==> config.mk <==
export PLATFORM = sky130hd
export DESIGN_NAME = quartz_countdown
export DESIGN_NICKNAME = d
export VERILOG_FILES = /design/src/rtl/quartz_countdown.sv
export SDC_FILE = /design/constraint.sdc
export NUM_CORES = 1
export LEC_CHECK = 0
export ABC_AREA = 1
export ABC_CLOCK_PERIOD_IN_PS = 1270
export BUFFER_PORTS_ARGS = -buffer_cell sky130_fd_sc_hd__buf_4
export CAP_MARGIN = 5
export CORE_ASPECT_RATIO = 0.7
export CORE_MARGIN = 10
export CORE_UTILIZATION = 52
export CTS_BUF_LIST = sky130_fd_sc_hd__clkbuf_2 sky130_fd_sc_hd__clkbuf_4 sky130_fd_sc_hd__clkbuf_8
export CTS_CLUSTER_DIAMETER = 80
export DETAILED_ROUTE_END_ITERATION = 10
export PLACE_DENSITY = 0.77
export SLEW_MARGIN = 10
export SYNTH_ARGS = -nofsm -noshare
export SYNTH_HDL_FRONTEND = slang
export SYNTH_SLANG_ARGS = --single-unit
==> constraint.sdc <==
create_clock -name SLOWCLOCK -period 1.27 [get_ports SLOWCLOCK]
set_input_delay 0.0635 -clock SLOWCLOCK [delete_from_list [all_inputs] [get_ports SLOWCLOCK]]
set_output_delay 0.0635 -clock SLOWCLOCK [all_outputs]
set_load 0.01 [all_outputs]
==> src/rtl/quartz_countdown.sv <==
// -----------------------------------------------------------------------------
// quartz_countdown
//   Timer that sits downstream of the quarantine latch. While QUARTZ is held
//   high, it counts START_SEC displayed seconds, each lasting TICKS_PER_SEC
//   SLOWCLOCK cycles. On expiry it requests a latch clear with resetQUAR.
//   It holds that request until the latch acknowledges with resetFLAG. It
//   then waits in HOLD until QUARTZ has dropped, so that a stale QUARTZ level
//   cannot retrigger the timer.
//
// Ports
//   SLOWCLOCK  in   sole clock, all logic on the rising edge
//   RESET      in   synchronous, active-high reset
//   QUARTZ     in   quarantine-active level from the latch
//   resetFLAG  in   latch acknowledge (QUARTZ has been cleared)
//   resetQUAR  out  registered request to clear the latch
//   SEC_TENS   out  BCD tens digit of the remaining seconds
//   SEC_ONES   out  BCD ones digit of the remaining seconds
//   ACTIVE     out  high while counting
//   WARN       out  blinks during the final 5 seconds
// -----------------------------------------------------------------------------
module quartz_countdown #(
    parameter int TICKS_PER_SEC = 20,
    parameter int START_SEC     = 15
) (
    input  logic       SLOWCLOCK,
    input  logic       RESET,
    input  logic       QUARTZ,
    input  logic       resetFLAG,
    output logic       resetQUAR,
    output logic [3:0] SEC_TENS,
    output logic [3:0] SEC_ONES,
    output logic       ACTIVE,
    output logic       WARN
);

    localparam int TW = (TICKS_PER_SEC > 2) ? $clog2(TICKS_PER_SEC) : 1;

    localparam logic [TW-1:0] TICK_ZERO  = TW'(0);
    localparam logic [TW-1:0] TICK_ONE   = TW'(1);
    localparam logic [TW-1:0] TICK_LAST  = TW'(TICKS_PER_SEC - 1);
    localparam logic [TW-1:0] TICK_HALF  = TW'(TICKS_PER_SEC / 2);
    localparam logic [3:0]    START_TENS = 4'(START_SEC / 10);
    localparam logic [3:0]    START_ONES = 4'(START_SEC % 10);

    typedef enum logic [1:0] {
        S_IDLE   = 2'd0,
        S_COUNT  = 2'd1,
        S_EXPIRE = 2'd2,
        S_HOLD   = 2'd3
    } state_t;

    state_t         state_q,      state_d;
    logic [TW-1:0]  tick_q,       tick_d;
    logic [3:0]     sec_tens_q,   sec_tens_d;
    logic [3:0]     sec_ones_q,   sec_ones_d;
    logic           reset_quar_q, reset_quar_d;
    logic           active_q,     active_d;
    logic           warn_q,       warn_d;

    // State register: all flops, with synchronous reset to the idle state.
    always_ff @(posedge SLOWCLOCK) begin
        if (RESET) begin
            state_q      <= S_IDLE;
            tick_q       <= TICK_ZERO;
            sec_tens_q   <= 4'd0;
            sec_ones_q   <= 4'd0;
            reset_quar_q <= 1'b0;
            active_q     <= 1'b0;
            warn_q       <= 1'b0;
        end else begin
            state_q      <= state_d;
            tick_q       <= tick_d;
            sec_tens_q   <= sec_tens_d;
            sec_ones_q   <= sec_ones_d;
            reset_quar_q <= reset_quar_d;
            active_q     <= active_d;
            warn_q       <= warn_d;
        end
    end

    // Next-state logic together with the tick counter and the BCD digits.
    always_comb begin
        state_d    = state_q;
        tick_d     = TICK_ZERO;
        sec_tens_d = 4'd0;
        sec_ones_d = 4'd0;
        case (state_q)
            S_IDLE: begin
                if (QUARTZ) begin
                    state_d    = S_COUNT;
                    sec_tens_d = START_TENS;
                    sec_ones_d = START_ONES;
                end else begin
                    state_d = S_IDLE;
                end
            end
            S_COUNT: begin
                if (!QUARTZ) begin
                    // Abort takes priority over a coincident expiry, so
                    // resetQUAR is never raised for a cancelled count.
                    state_d = S_IDLE;
                end else if (tick_q == TICK_LAST) begin
                    if ((sec_tens_q == 4'd0) && (sec_ones_q == 4'd1)) begin
                        state_d = S_EXPIRE;
                    end else if (sec_ones_q == 4'd0) begin
                        // BCD borrow: x0 -> (x-1)9
                        sec_tens_d = sec_tens_q - 4'd1;
                        sec_ones_d = 4'd9;
                    end else begin
                        sec_tens_d = sec_tens_q;
                        sec_ones_d = sec_ones_q - 4'd1;
                    end
                end else begin
                    tick_d     = tick_q + TICK_ONE;
                    sec_tens_d = sec_tens_q;
                    sec_ones_d = sec_ones_q;
                end
            end
            S_EXPIRE: begin
                if (resetFLAG) begin
                    state_d = S_HOLD;
                end else begin
                    state_d = S_EXPIRE;
                end
            end
            S_HOLD: begin
                // Leave only once QUARTZ has actually dropped.
                if (!QUARTZ) begin
                    state_d = S_IDLE;
                end else begin
                    state_d = S_HOLD;
                end
            end
            default: begin
                state_d = S_IDLE;
            end
        endcase
    end

    // Output logic: registered indicators derived from the next state.
    always_comb begin
        reset_quar_d = (state_d == S_EXPIRE);
        active_d     = (state_d == S_COUNT);
        // Blink in the first half of each second once 5 or fewer remain.
        warn_d       = (state_d == S_COUNT) && (sec_tens_d == 4'd0) &&
                       (sec_ones_d <= 4'd5) && (tick_d < TICK_HALF);
    end

    assign resetQUAR = reset_quar_q;
    assign SEC_TENS  = sec_tens_q;
    assign SEC_ONES  = sec_ones_q;
    assign ACTIVE    = active_q;
    assign WARN      = warn_q;

endmodule

# ---- After elaboration in Yosys (flattened, before gate mapping)
# Cells that the tools add are included.
dict set report classes {
  addsub 3
  n_lt_le_gt_ge 2
  n_eq_ne 7
  muxes 22
  reduce_logical 8
}
# operator count
set ops {}
lappend ops {{4-bit 2-to-1 mux} 8}
lappend ops {{4-bit one-hot mux with 2 select lines} 2}
lappend ops {{5-bit 2-to-1 mux} 3}
lappend ops {{4-bit zero test} 3}
lappend ops {{2-bit 2-to-1 mux} 4}
lappend ops {{2-bit one-hot mux with 4 select lines} 1}
lappend ops {{4-bit by 1-bit subtractor with 4-bit output, second input constant} 2}
lappend ops {{2-bit equality test, second input constant} 3}
lappend ops {{5-bit by 1-bit adder with 5-bit output, second input constant} 1}
lappend ops {{5-bit equality test, second input constant} 1}
lappend ops {{5-bit by 4-bit < comparator with 1-bit output, second input constant} 1}
lappend ops {{2-bit by 1-bit equality test with 1-bit output, second input constant} 2}
lappend ops {{4-bit by 1-bit equality test with 1-bit output, second input constant} 1}
lappend ops {{4-bit by 3-bit <= comparator with 1-bit output, second input constant} 1}
lappend ops {{1-bit logical AND} 4}
lappend ops {{1-bit 2-to-1 mux} 3}
lappend ops {{3-bit 2-to-1 mux} 1}
lappend ops {{2-bit zero test} 1}
dict set report word_totals {
  ff_bits 18
  inputBits 4
  output_inout_bits 11
  elab_cells 49
}

# ---- Depth between registers and ports, before layout
# Gate-level depths: netlist of run 1.
dict set report logic_depth {
  depth_word 10
  ltp_mapped 12
  ltp_nobuf 12
}

# ---- Worst setup path before layout of run 1
# No wires, ideal clock.
dict set report synth_path {
  path_kind {reg2reg}
  start {register sec_ones_q[0], in the netlist SEC_ONES[0]}
  end {register warn_q, in the netlist WARN}
  setup_time_ns 0.064
  arrival_ns 1.348
  required_time_ns 1.206
  setup_slack_ns -0.142
  stages_incl_launch_ff 12
  path_buffers 0
  synth_period_minus_slack_ns 1.412
  path_cell_list {dfxtp_1 > inv_1 > ha_1 > nand2_4 > nand2_1 > nor2_1 > nor2_1 > nor2_2 > nand3_1 > nor2_1 > nand2_1 > nor2_1}
}
dict set report synth_via {
  elab_chain_cells 10
  word_cells_on_any_way 24
  cone_classes {add/sub (1); order compare (1); eq/ne (2); mux (14); reduce/logical (6)}
}
# element line_no
set synth_lines {}
lappend synth_lines {{from (decl)} 55} ;# logic [3:0] sec_ones_q, sec_ones_d;
lappend synth_lines {{from (signal assigned)} 74} ;# sec_ones_q <= sec_ones_d;
lappend synth_lines {{parallel branches: the longest is 8 deep, another holds 4-bit by 1-bit subtractor with 4-bit output} n/a}
lappend synth_lines {{1-bit logical AND *} 145} ;# warn_d = (state_d == S_COUNT) && (sec_tens_d == 4'd0) &&
lappend synth_lines {{1-bit logical AND *} 146} ;# (sec_ones_d <= 4'd5) && (tick_d < TICK_HALF);
lappend synth_lines {{to (signal assigned)} 77} ;# warn_q <= warn_d;
lappend synth_lines {{to (decl)} 58} ;# logic warn_q, warn_d;
# Every way passes the cells marked *.
# A chain may end at the register's enable or synchronous reset.

# ---- Worst setup path in the final report of run 1
# Same ends and word-level chain as after synthesis.

==> reports/results.tsv, run 1 <==
stage	metric	value	unit
global_routing	grt_most_used_layer	met2	
sta	finalMaxSlewViolations	0	
setup_path	end_kind	flop	
setup_path	worst-path-buf-inv	1	
cts	insertion_delay	0.29	ns
synth	ys_top_cells_by_area	dfxtp_1 35%, inv_1 8.8%, nand2_1 8.8%	
setup_path	startpoint	SEC_ONES[0]$_SDFF_PP0_	
sta	hold_viol	0	
routing	dr.pass1.iters	4	
setup_path	cp_slowest_cell	dfxtp_2	
synth	synth_top_area_cell	dfxtp_1	
cts	numCtsBuffers	3	
setup_path	cp.arrival	1.71	ns
sta	worst_slack	-0.203	ns
power_and_ir_drop	seqPwrFrac	52.3	%
cts	cts_hold_buf	0	
synth	avgSynthCellArea	7.12	µm²
cts	path_clk_slew	0.10	ns
sta	skew	0.00220	ns
min_path	holdPathEnd	SEC_ONES[2]$_SDFF_PP0_	
setup_path	rr_startpoint	SEC_ONES[0]$_SDFF_PP0_	
cts	cts.path.max_buffers	2	
power_and_ir_drop	finalPower	1.13	mW
synth	yosys_register_bits	18	
sta	rsz0062_at_grt	true	
setup_path	worstPathRequired	1.51	ns
routing	wl	2.59	mm
layout	syn_to_final_growth	43.3	%
synth	synth_top_area_share	35.1	%
power_and_ir_drop	swShare	26.6	%
floorplan	die_height	57.2	µm
routing	ant_nets	0	
sta	period_minus_slack	1.47	ns
cts	htreeDepth	1	
power_and_ir_drop	irDropWorstVdd	0.921	mV
global_routing	grt_use_met1	15.7	%
routing	drtIter0Drc	39	
layout	mostFrequentLayoutCells	34 x buf_4, 21 x nand2_1, 21 x nor2_1, 17 x inv_1, 12 x dfxtp_1	
synth	synth_cells	144	
cts	clock-sinks	18	
layout	multi_input_area	666	µm²
routing	vias	1013	
sta	holdWs	0.0534	ns
cts	post-cts-setup-buffers	0	
routing	wire_per_inst	12.8	µm
setup_path	crit_path_frequent_cell	nor2_1	
routing	viasPerCell	4.99	
placement	post-dp-hpwl	1.98	mm
cts	cts_tree	done	
power_and_ir_drop	clkPwrFrac	31.2	%
global_routing	grt_max_degree	17	
global_routing	antenna_found_initial	0	
min_path	hp-class	input port to flop	
setup_path	r2r_slack	-0.20	ns
sta	setup_viol	12	
layout	n_antenna_cell	0	
setup_path	crit_type	flop to flop	
setup_path	cp_top_family	simple AND/OR/NAND/NOR gates	
layout	layout-drive-gt1-share	49.2	%
setup_path	worstSetupStartpointType	flop	
global_routing	grt_pass1_vias	952	
job	cap_violations	0	
sta	finalCritPeriodShare	116	%
layout	nNetsFinal	190	
placement	port-buffer-count	14	
setup_path	cpPeakStageDelay	0.40	ns
layout	final_cells	203	
floorplan	die-area	4180	µm²
layout	final_common_cell	buf_4	
global_routing	grt_pass1_wl	4.33	mm
global_routing	met2_usage	19.8	%
synth	syn_nets	152	
global_routing	grt_util_all_layers	12.8	%
synth	yosysSeqAreaShare	35.1	%
placement	pre_cts_slack	-0.179	ns
layout	n_fill_cell	123	
min_path	hold-path-cell-count	2	
power_and_ir_drop	p_int	0.832	mW
setup_path	ff2ff_path_depth	11	
power_and_ir_drop	switching_power	0.302	mW
sta	max_freq	0.679	GHz
placement	dp_cells	199	
setup_path	r2r-end	WARN$_SDFF_PP0_	
power_and_ir_drop	powerDensity	771	nW/µm²
setup_path	cp_cell_sequence	inv_2, ha_4, nand2_4, nand2_1, nor2_1, nor2_1, nor2_2, nand3_1, nor2_1, nand2_1, nor2_1	
global_routing	grt.overflow.total	0	
min_path	min-delay-start	RESET	
status	violations	setup timing	
routing	drc	0	
setup_path	cp_max_fo	5	
synth	syn_area	1030	µm²
floorplan	initial_core_util	54.8	%
power_and_ir_drop	comb_power_share	16.5	%
floorplan	std_cell_rows	13	
synth	yosysWarningCount	0	
global_routing	met3_usage	6.22	%
sta	maxSlewHeadroom	81.3	%
floorplan	die_w	73.1	µm
synth	synth.distinct_cells	26	
cts	clock-root-buffer	clkbuf_4	
floorplan	ioPinCount	15	
layout	regArea	370	µm²
status	status	finished with violations	
sta	tightest_slew	0.279	ns
floorplan	core	1870	µm²
power_and_ir_drop	power_leakage	0.667	nW
placement	routabilityCongestion	0.879	
how the worst max path moves through the flow:
stage,endpoint,depth (start not counted)
after floorplan,WARN$_SDFF_PP0_,9
after global placement,WARN$_SDFF_PP0_,12
after detailed placement,WARN$_SDFF_PP0_,9
after CTS,WARN$_SDFF_PP0_,13
after global routing,WARN$_SDFF_PP0_,11
final,WARN$_SDFF_PP0_,11
power by group through the flow:
stage                     Clock [mW]  Combinational (mW)  Sequential [mW]
after CTS                      0.359               0.178            0.591
after global placement             0               0.165            0.602
final                          0.354               0.187            0.592
after floorplan                    0              0.0943            0.609
after detailed placement           0               0.170            0.602
after global routing           0.383               0.206            0.594
state kept, by name, indices dropped and copies added, names as in the netlist:
register	count
ACTIVE	1
SEC_ONES	4
SEC_TENS	4
WARN	1
resetQUAR	1
state_q	2
tick_q	5
layer usage:
| metal | vias up | routed length [µm] |
|---|---|---|
| met3 | 4 | 171 |
| met1 | 457 | 1230 |
| met5 | - | 0 |
| li1 | 526 | - |
| met2 | 26 | 1160 |
| met4 | 0 | 21 |
Yosys cell counts, drive strengths merged:
cell,instances
nand4,1
xor2,1
inv,27
ha,4
nand3b,1
nand2,28
clkbuf,2
dfxtp,18
a21oi,8
nor3,5
o21ai,6
nand3,11
nor2,29
o22ai,1
xnor2,1
nor4,1
through the flow:
| step | setup TNS (ns) | instance area, µm² | util, % |
|---|---|---|---|
| after floorplan | -0.0504 | 1080 | - |
| after global placement | -0.388 | 1360 | 72.6 |
| after detailed placement | -0.785 | 1360 | 72.6 |
| after CTS | -1.03 | 1430 | 76.5 |
| after global routing | -2.44 | 1470 | 78.6 |
| final | -1.07 | 1470 | 78.6 |
layout make-up:
cell class	count	share of cell area, %
flip-flops and latches	18	25.2
inverters	27	7.06
repair buffers	35	18.1
well taps	22	1.87
multi-input cells	97	45.3
clock buffers	4	2.47
repair_timing:
item	in CTS	in global routing
hold endpoints to repair	0	0
resized for setup	8	12
pin swaps	6	3
endpoints found under the setup margin	13	16
cell families after synthesis:
| kind of cell | count (synthesis) | share of synthesized area [%] |
|---|---|---|
| AOI/OAI and AO/OA | 15 | 9.27 |
| DFF | 18 | 35.1 |
| adders and majority gates | 4 | 4.88 |
| xor gates and xnor gates | 2 | 1.71 |
| and+or+nand+nor | 76 | 38.4 |
| buffers and inverters | 29 | 10.6 |
Note: power is estimated with default switching activity, not from simulation.
==> run 2: changes to the inputs <==
--- a/config.mk
+++ b/config.mk
@@ -9,13 +9,15 @@
 export ABC_CLOCK_PERIOD_IN_PS = 1270
 export BUFFER_PORTS_ARGS = -buffer_cell sky130_fd_sc_hd__buf_4
 export CAP_MARGIN = 5
+export CELL_PAD_IN_SITES_DETAIL_PLACEMENT = 1
+export CELL_PAD_IN_SITES_GLOBAL_PLACEMENT = 1
 export CORE_ASPECT_RATIO = 0.7
 export CORE_MARGIN = 10
-export CORE_UTILIZATION = 52
+export CORE_UTILIZATION = 37
 export CTS_BUF_LIST = sky130_fd_sc_hd__clkbuf_2 sky130_fd_sc_hd__clkbuf_4 sky130_fd_sc_hd__clkbuf_8
 export CTS_CLUSTER_DIAMETER = 80
 export DETAILED_ROUTE_END_ITERATION = 10
-export PLACE_DENSITY = 0.77
+export PLACE_DENSITY_LB_ADDON = 0.1
 export SLEW_MARGIN = 10
 export SYNTH_ARGS = -nofsm -noshare
 export SYNTH_HDL_FRONTEND = slang
==> run 2 against run 1 <==
Against the previous run:
- the flow still finishes with violations (setup timing)
- sequential power is essentially flat
- clock skew is essentially flat
- cell count grew 8.9%
- final area grew 14%
- total power grew 13%
- global-route usage grew 1.1 points
- first-iteration DRC count grew 5.1%
- non-clock buffer count grew 6
- sequential cell count is the same
- clock power grew 26%
- largest cell class unchanged
==> reports/results.tsv, run 2 (synthesis gave the netlist of run 1 again) <==
stage	metric	value	unit	change
setup_path	ff2ff_path_depth	9		-2
cts	insertion_delay	0.25	ns	-0.04 ns
floorplan	die_w	82.9	µm	+13%
layout	largest_reg_flops	5		unchanged
layout	stdcell_area	1680	µm²	+14%
sta	maxSlewHeadroom	74.3	%	-7.0 points
routing	drtIter0Drc	41		+5.1%
setup_path	rr_startpoint	tick_q[1]$_SDFF_PP0_		
layout	mostFrequentLayoutCells	36 x buf_4, 18 x nor2_1, 16 x inv_1		
sta	finalMaxSlewViolations	0		unchanged
global_routing	grt.overflow.total	0		unchanged
layout	nNetsFinal	196		+3.2%
cts	numCtsBuffers	3		unchanged
power_and_ir_drop	irDropWorstVdd	0.853	mV	-7.4%
layout	syn_to_final_growth	63.7	%	
setup_path	cp_slowest_cell	dfxtp_2		
power_and_ir_drop	powerDensity	761	nW/µm²	-1.4%
floorplan	core	2550	µm²	+36%
setup_path	worstPathRequired	1.42	ns	-0.09 ns
layout	n_fill_cell	305		+150%
setup_path	cpPeakStageDelay	0.37	ns	-0.03 ns
global_routing	grt_pass1_vias	1182		+24%
status	violations	setup timing		
global_routing	grt_util_all_layers	13.9	%	+1.1 points
placement	post-dp-hpwl	2.63	mm	+33%
global_routing	grt_max_degree	17		unchanged
floorplan	std_cell_rows	15		+2
setup_path	cp_max_fo	6		+1
setup_path	crit_end	WARN$_SDFF_PP0_		
routing	viasPerCell	5.12		+2.6%
floorplan	initial_core_util	40.2	%	-15 points
floorplan	die-area	5310	µm²	+27%
setup_path	r2r-end	WARN$_SDFF_PP0_		
cts	clock-root-buffer	clkbuf_8		
job	cap_violations	0		unchanged
setup_path	end_kind	flop		
setup_path	cp.arrival	1.73	ns	+0.02 ns
routing	vias	1132		+12%
cts	cts.path.max_buffers	2		unchanged
sta	skew	0.00258	ns	+0.000375 ns
placement	placed_area	1370	µm²	+1.1%
placement	port-buffer-count	14		unchanged
routing	wl	4.43	mm	+71%
sta	setup_viol	15		+3
sta	max_freq	0.635	GHz	-6.5%
setup_path	r2r_slack	-0.31	ns	-0.10 ns
routing	drc	0		unchanged
layout	final_cells	221		+8.9%
cts	clock-sinks	18		unchanged
setup_path	cp_cell_sequence	ha_4, nand2_4, inv_4, nand2_8, nor2_4, a21oi_1, nand3b_1, nand3_1, nor2_1		
setup_path	crit_type	flop to flop		
sta	tightest_slew	0.383	ns	+0.104 ns
status	status	finished with violations		
sta	hold_viol	0		unchanged
layout	layout-drive-gt1-share	60.4	%	+11 points
sta	period_minus_slack	1.58	ns	+0.103 ns
sta	rsz0062_at_grt	true		
routing	dr.pass1.iters	4		unchanged
power_and_ir_drop	power_leakage	0.753	nW	+13%
layout	n_antenna_cell	0		unchanged
cts	htreeDepth	1		unchanged
layout	final_common_cell	buf_4		
cts	cts_tree	done		
floorplan	die_height	64.1	µm	+12%
layout	top_register	tick_q		
cts	path_clk_slew	0.07	ns	-0.03 ns
placement	routabilityCongestion	0.810		-7.9%
global_routing	antenna_found_initial	0		unchanged
placement	dp_cells	211		+6.0%
setup_path	worstSetupStartpointType	flop		
floorplan	ioPinCount	15		unchanged
global_routing	grt_pass1_wl	6.10	mm	+41%
setup_path	startpoint	tick_q[1]$_SDFF_PP0_		
min_path	hp-class	input port to flop		
sta	worst_slack	-0.306	ns	-0.103 ns
routing	wire_per_inst	20.0	µm	+57%
sta	finalCritPeriodShare	124	%	+8.1 points
routing	ant_nets	0		unchanged
==> run 2: cell types whose count changed in the layout (fill, tap and decap cells not counted), moves of 3 or more <==
cell     delta
nor2_1      -3
nand2_1    -10
buf_6       +4
nor2_4      +4
nand2_2     +8
inv_4       +3
==> run 2: layout make-up <==
class                           count  area, µm²  share of cell area [%]
Tap cell                           34       42.5                    2.53
Sequential cell                    18        377                    22.4
Clock buffer                        4       48.8                    2.91
Inverter                           27        111                    6.63
Multi-Input combinational cell     97        773                    46.1
Timing Repair Buffer               41        327                    19.4
==> run 2: critical path, delay by kind of cell (launching register included) <==
| kind | cells | cell delay [ns] |
|---|---|---|
| flops | 1 | 0.37 |
| compound gates | 1 | 0.11 |
| fa+ha+maj | 1 | 0.17 |
| simple gates | 6 | 0.72 |
| buf+inv | 1 | 0.08 |
==> run 2: layer usage <==
metal | track usage, % | wire (µm) | share of wire, % | vias up
met3 | 3.80 | 129 | 2.9 | 12
met5 | 0 | 0 | 0 | -
met1 | 16.3 | 1920 | 43 | 559
met2 | 24.1 | 2240 | 51 | 29
li1 | - | - | - | 532
met4 | 4.24 | 142 | 3.2 | 0
==> run 2: how the worst min path moves through the flow <==
stage | to | cells after the start | start | slack, ns
4_1_cts | SEC_ONES[2]$_SDFF_PP0_ | 2 | RESET | 0.1
5_1_grt | SEC_ONES[3]$_SDFF_PP0_ | 2 | RESET | 0.14
6_report | SEC_ONES[2]$_SDFF_PP0_ | 2 | RESET | 0.14
3_5_place_dp | SEC_ONES[1]$_SDFF_PP0_ | 2 | RESET | 0.38
3_3_place_gp | SEC_TENS[1]$_SDFF_PP0_ | 2 | RESET | 0.37
2_1_floorplan | tick_q[1]$_SDFF_PP0_ | 2 | QUARTZ | 0.27
==> run 2: power by group <==
group / internal, mW / switching, mW
Sequential: 0.577 / 0.0185
Clock: 0.244 / 0.202
Combinational: 0.0950 / 0.140
==> run 2: repair_timing <==
item | 4_1_cts | 5_1_grt
endpoints found under the setup margin | 14 | 17
setup buffers | 2 | 4
pin swaps | 20 | 13
resized for setup | 32 | 25
hold buffers | 0 | 0
==> run 2: metrics by stage <==
stage	setup TNS, ns	util (%)	setup WS [ns]	total power [mW]	hold slack [ns]
after CTS	-1.14	60.7	-0.242	1.24	0.0976
after floorplan	-0.0504	-	-0.0504	0.703	0.272
final	-2.64	65.8	-0.306	1.28	0.141
after global routing	-3.59	65.8	-0.382	1.33	0.144
after detailed placement	-1.45	53.8	-0.243	0.784	0.380
after global placement	-0.595	53.8	-0.155	0.774	0.372
==> run 3: changes to the inputs <==
--- a/config.mk
+++ b/config.mk
@@ -7,16 +7,16 @@
 export LEC_CHECK = 0
 export ABC_AREA = 1
 export ABC_CLOCK_PERIOD_IN_PS = 1270
-export BUFFER_PORTS_ARGS = -buffer_cell sky130_fd_sc_hd__buf_4
 export CAP_MARGIN = 5
 export CELL_PAD_IN_SITES_DETAIL_PLACEMENT = 1
 export CELL_PAD_IN_SITES_GLOBAL_PLACEMENT = 1
 export CORE_ASPECT_RATIO = 0.7
 export CORE_MARGIN = 10
-export CORE_UTILIZATION = 37
+export CORE_UTILIZATION = 42
 export CTS_BUF_LIST = sky130_fd_sc_hd__clkbuf_2 sky130_fd_sc_hd__clkbuf_4 sky130_fd_sc_hd__clkbuf_8
 export CTS_CLUSTER_DIAMETER = 80
 export DETAILED_ROUTE_END_ITERATION = 10
+export DONT_BUFFER_PORTS = 1
 export PLACE_DENSITY_LB_ADDON = 0.1
 export SLEW_MARGIN = 10
 export SYNTH_ARGS = -nofsm -noshare
==> run 3 against run 2 <==
Against the previous run:
- the run now fails in 5_1_grt
- synthesized area did not move
- synthesized cell count stayed put
==> reports/results.tsv, run 3 <==
stage	metric	value	unit	change
synth	avgSynthCellArea	7.12	µm²	unchanged
floorplan	std_cell_rows	14		-1
placement	placed_area	1300	µm²	-5.1%
synth	synth_top_area_share	35.1	%	unchanged
placement	post-dp-hpwl	2.62	mm	-0.36%
sta	crit_endpoint	WARN$_SDFF_PP0_/D		
cts	cts.path.max_buffers	2		unchanged
global_routing	grt_max_degree	17		
synth	synth_cells	144		unchanged
synth	synth_edf_count	0		unchanged
synth	yosys-top-cells-count	24 x inv_1, 24 x nand2_1, 22 x nor2_1		
synth	yosysWarningCount	0		unchanged
cts	clock-sinks	18		unchanged
floorplan	die_height	61.4	µm	-4.2%
synth	synth_compound_area_share	9.27	%	unchanged
sta	worstEndpointType	register data pin		
status	error	[ERROR DPL-0033] detailed placement checks failed during check placement.		
cts	htreeDepth	1		unchanged
cts	numCtsBuffers	3		unchanged
synth	synth.distinct_cells	26		unchanged
floorplan	ioPinCount	15		unchanged
synth	ys_top_cells_by_area	dfxtp_1 35%, inv_1 8.8%, nand2_1 8.8%		
synth	async_flop_share	0	%	unchanged
synth	synth_top_family_by_area	simple AND/OR/NAND/NOR gates		
synth	yosys_register_bits	18		unchanged
synth	yosysSeqAreaShare	35.1	%	unchanged
synth	synth_flop_cell	dfxtp_1		
synth	synth_xor_area_share	1.71	%	unchanged
synth	syn_nets	152		unchanged
placement	port-buffer-count	0		-14
floorplan	die_w	79.1	µm	-4.7%
status	lastStage	5_1_grt		
synth	synth-simple-area-share	38.4	%	unchanged
floorplan	initial_core_util	45.8	%	+5.6 points
synth	synth-adder-area-share	4.88	%	unchanged
synth	muxShareOfSynthArea	0	%	unchanged
synth	synth_top_area_cell	dfxtp_1		
placement	routabilityCongestion	0.778		-3.9%
status	status	stopped before the end		
synth	syn_area	1030	µm²	unchanged
global_routing	antenna_found_initial	0		
cts	clock-root-buffer	clkbuf_4		
==> run 3: cells by family after synthesis <==
family / Yosys count
buffers and inverters: 29
flip-flops: 18
AND/OR/NAND/NOR: 76
adder cells (fa/ha/maj): 4
XOR/XNOR: 2
AO/OA/AOI/OAI: 15
==> run 3: timing repair <==
item	CTS
resized for setup	35
setup endpoints to repair	13
hold buffers	1
pin swaps	26
hold endpoints to repair	17
buffers inserted	4
==> run 3: through the flow <==
stage | utilization (%) | worst slack (ns) | std cells
CTS | 68.1 | -0.232 | 209
global placement | 58.1 | -0.144 | 200
floorplan | - | -0.0504 | 144
detailed placement | 58.1 | -0.273 | 200
==> run 4: changes to the inputs <==
==> config.mk (replaced) <==
export PLATFORM = sky130hd
export DESIGN_NAME = quartz_countdown
export DESIGN_NICKNAME = d
export VERILOG_FILES = /design/src/rtl/quartz_countdown.sv
export SDC_FILE = /design/constraint.sdc
export NUM_CORES = 1
export LEC_CHECK = 0
export ABC_AREA = 1
export ABC_CLOCK_PERIOD_IN_PS = 1700
export CAP_MARGIN = 5
export CORE_AREA = 10 10 71 73
export DETAILED_ROUTE_END_ITERATION = 10
export DIE_AREA = 0 0 81 83
export DONT_BUFFER_PORTS = 1
export PLACE_DENSITY_LB_ADDON = 0.15
export SLEW_MARGIN = 10
export SYNTH_ARGS = -nofsm -noshare
export SYNTH_HDL_FRONTEND = slang
export SYNTH_SLANG_ARGS = --single-unit
==> constraint.sdc (replaced) <==
create_clock -name SLOWCLOCK -period 1.7 [get_ports SLOWCLOCK]
set_input_delay 0.085 -clock SLOWCLOCK [delete_from_list [all_inputs] [get_ports SLOWCLOCK]]
set_output_delay 0.085 -clock SLOWCLOCK [all_outputs]
set_load 0.01 [all_outputs]
==> run 4 against run 3 <==
Against the previous run:
- the run now ends clean
==> reports/results.tsv, run 4 (synthesis gave the netlist of run 1 again) <==
stage	metric	value	unit	change
setup_path	cp.arrival	1.73	ns	
power_and_ir_drop	powerDensity	700	nW/µm²	
job	cap_violations	0		
sta	fin_setup_tns	0	ns	
sta	tightest_slew	0.598	ns	
power_and_ir_drop	swShare	25.1	%	
global_routing	grt_most_used_layer	met2		
routing	viasPerCell	4.36		
setup_path	cp_max_fo	6		
floorplan	initial_core_util	28.2	%	-18 points
power_and_ir_drop	seqPwrFrac	53.6	%	
global_routing	met3_usage	3.45	%	
power_and_ir_drop	comb_power_share	11.1	%	
cts	numCtsBuffers	3		unchanged
floorplan	ioPinCount	15		unchanged
cts	insertion_delay	0.25	ns	
min_path	min-delay-start	RESET		
placement	post-dp-hpwl	1.87	mm	-29%
power_and_ir_drop	finalPower	0.829	mW	
setup_path	worstSetupStartpointType	flop		
layout	syn_to_final_growth	15.5	%	
setup_path	end_kind	flop		
routing	wire_per_inst	11.7	µm	
sta	max_freq	0.631	GHz	
cts	path_clk_slew	0.06	ns	
sta	hold_viol	0		
setup_path	worstPathRequired	1.85	ns	
setup_path	rr_startpoint	tick_q[0]$_SDFF_PP0_		
placement	routabilityCongestion	0.825		+6.0%
sta	period_minus_slack	1.58	ns	
global_routing	grt_util_all_layers	7.53	%	
global_routing	grt.overflow.total	0		
layout	top_register	tick_q		
sta	rsz0062_at_grt	false		
floorplan	die-area	6720	µm²	
sta	maxSlewHeadroom	60.0	%	
global_routing	grt_pass1_vias	854		
layout	n_fill_cell	398		
routing	ant_nets	0		
global_routing	met2_usage	10.7	%	
global_routing	grt_pass1_wl	4.05	mm	
global_routing	antenna_found_initial	0		
layout	multi_input_area	572	µm²	
cts	clock-root-buffer	clkbuf_8		
global_routing	grt_use_met1	9.23	%	
cts	cts_tree	done		
layout	n_antenna_cell	0		
routing	drtIter0Drc	54		
cts	clock-sinks	18		unchanged
floorplan	core	3630	µm²	
min_path	hp-class	input port to flop		
routing	drc	0		
cts	htreeDepth	1		unchanged
routing	vias	867		
placement	port-buffer-count	0		unchanged
status	status	completed		
layout	nNetsFinal	161		
sta	finalCritPeriodShare	93.2	%	
power_and_ir_drop	switching_power	0.208	mW	
floorplan	std_cell_rows	22		+8
routing	dr.pass1.iters	4		
setup_path	startpoint	tick_q[0]$_SDFF_PP0_		
power_and_ir_drop	power_leakage	0.512	nW	
setup_path	crit_type	flop to flop		
sta	skew	0.00279	ns	
layout	layout-drive-gt1-share	21.9	%	
power_and_ir_drop	clkPwrFrac	35.3	%	
global_routing	grt_max_degree	16		
power_and_ir_drop	p_int	0.621	mW	
sta	setup_viol	0		
sta	finalMaxSlewViolations	0		
layout	regArea	363	µm²	
layout	mostFrequentLayoutCells	24 x inv_1, 24 x nand2_1, 22 x nor2_1, 16 x dfxtp_1, 9 x nand3_1		
cts	cts.path.max_buffers	2		unchanged
power_and_ir_drop	irDropWorstVdd	0.334	mV	
floorplan	die_w	81	µm	+2.4%
layout	largest_reg_flops	5		
floorplan	die_height	83	µm	+35%
routing	wl	2.34	mm	
[run 4: path summary, 6_finish.rpt]
check	endpoint	cells past startpoint	slack, ns
worst max-delay path	WARN$_SDFF_PP0_	10	0.12
worst min-delay path	state_q[0]$_SDFF_PP0_	3	0.02
worst max register to register	WARN$_SDFF_PP0_	10	0.12
worst min register to register	tick_q[0]$_SDFF_PP0_	1	0.43
[run 4: routing by layer]
layer / wire length, µm / vias to the layer above / share of wire, %
met3: 218 / 5 / 9.3
met1: 1080 / 385 / 46
met4: 43 / 0 / 1.8
li1: - / 464 / -
met2: 999 / 13 / 43
met5: 0 / - / 0
[run 4: what timing repair did]
item	4_1_cts	5_1_grt
hold endpoints to repair	15	0
buffers inserted	0	1
hold buffers	1	0
resized for setup	0	5
setup endpoints to repair	0	1
[run 4: worst max-delay path, cell delays in order, from the launching register on]
cell and delay [ns]:
dfxtp_2 0.34, ha_2 0.19, nand2_1 0.06, inv_2 0.12, nand2_8 0.10, nor2_4 0.19
nand3_1 0.12, a21oi_2 0.22, a21oi_2 0.04, nand2_1 0.07, nor2_1 0.04
[run 4: metrics by stage]
stage	util (%)	instance area, µm²	hold WS, ns	setup WS [ns]	instances
after floorplan	-	1030	0.280	0.288	144
after global placement	30.5	1110	0.161	0.148	194
after detailed placement	30.5	1110	0.162	0.136	194
after CTS	31.9	1160	0.0117	0.110	198
after global routing	32.6	1180	0.0594	0.00805	199
final	32.6	1180	0.0204	0.116	199
[run 4: final cells by class]
class	count	area share, %
clock buffer	3	3.48
inverter	27	8.55
multi-input combinational	97	48.3
sequential	18	30.6
tap	48	5.07
timing repair buffer	6	4.01
[run 4: power groups by stage]
stage	Sequential, mW	Combinational (mW)	Clock [mW]
CTS	0.444	0.0924	0.310
finish	0.444	0.0918	0.293
global route	0.447	0.107	0.316
detailed placement	0.454	0.0843	0
global placement	0.454	0.0851	0
floorplan	0.454	0.0665	0
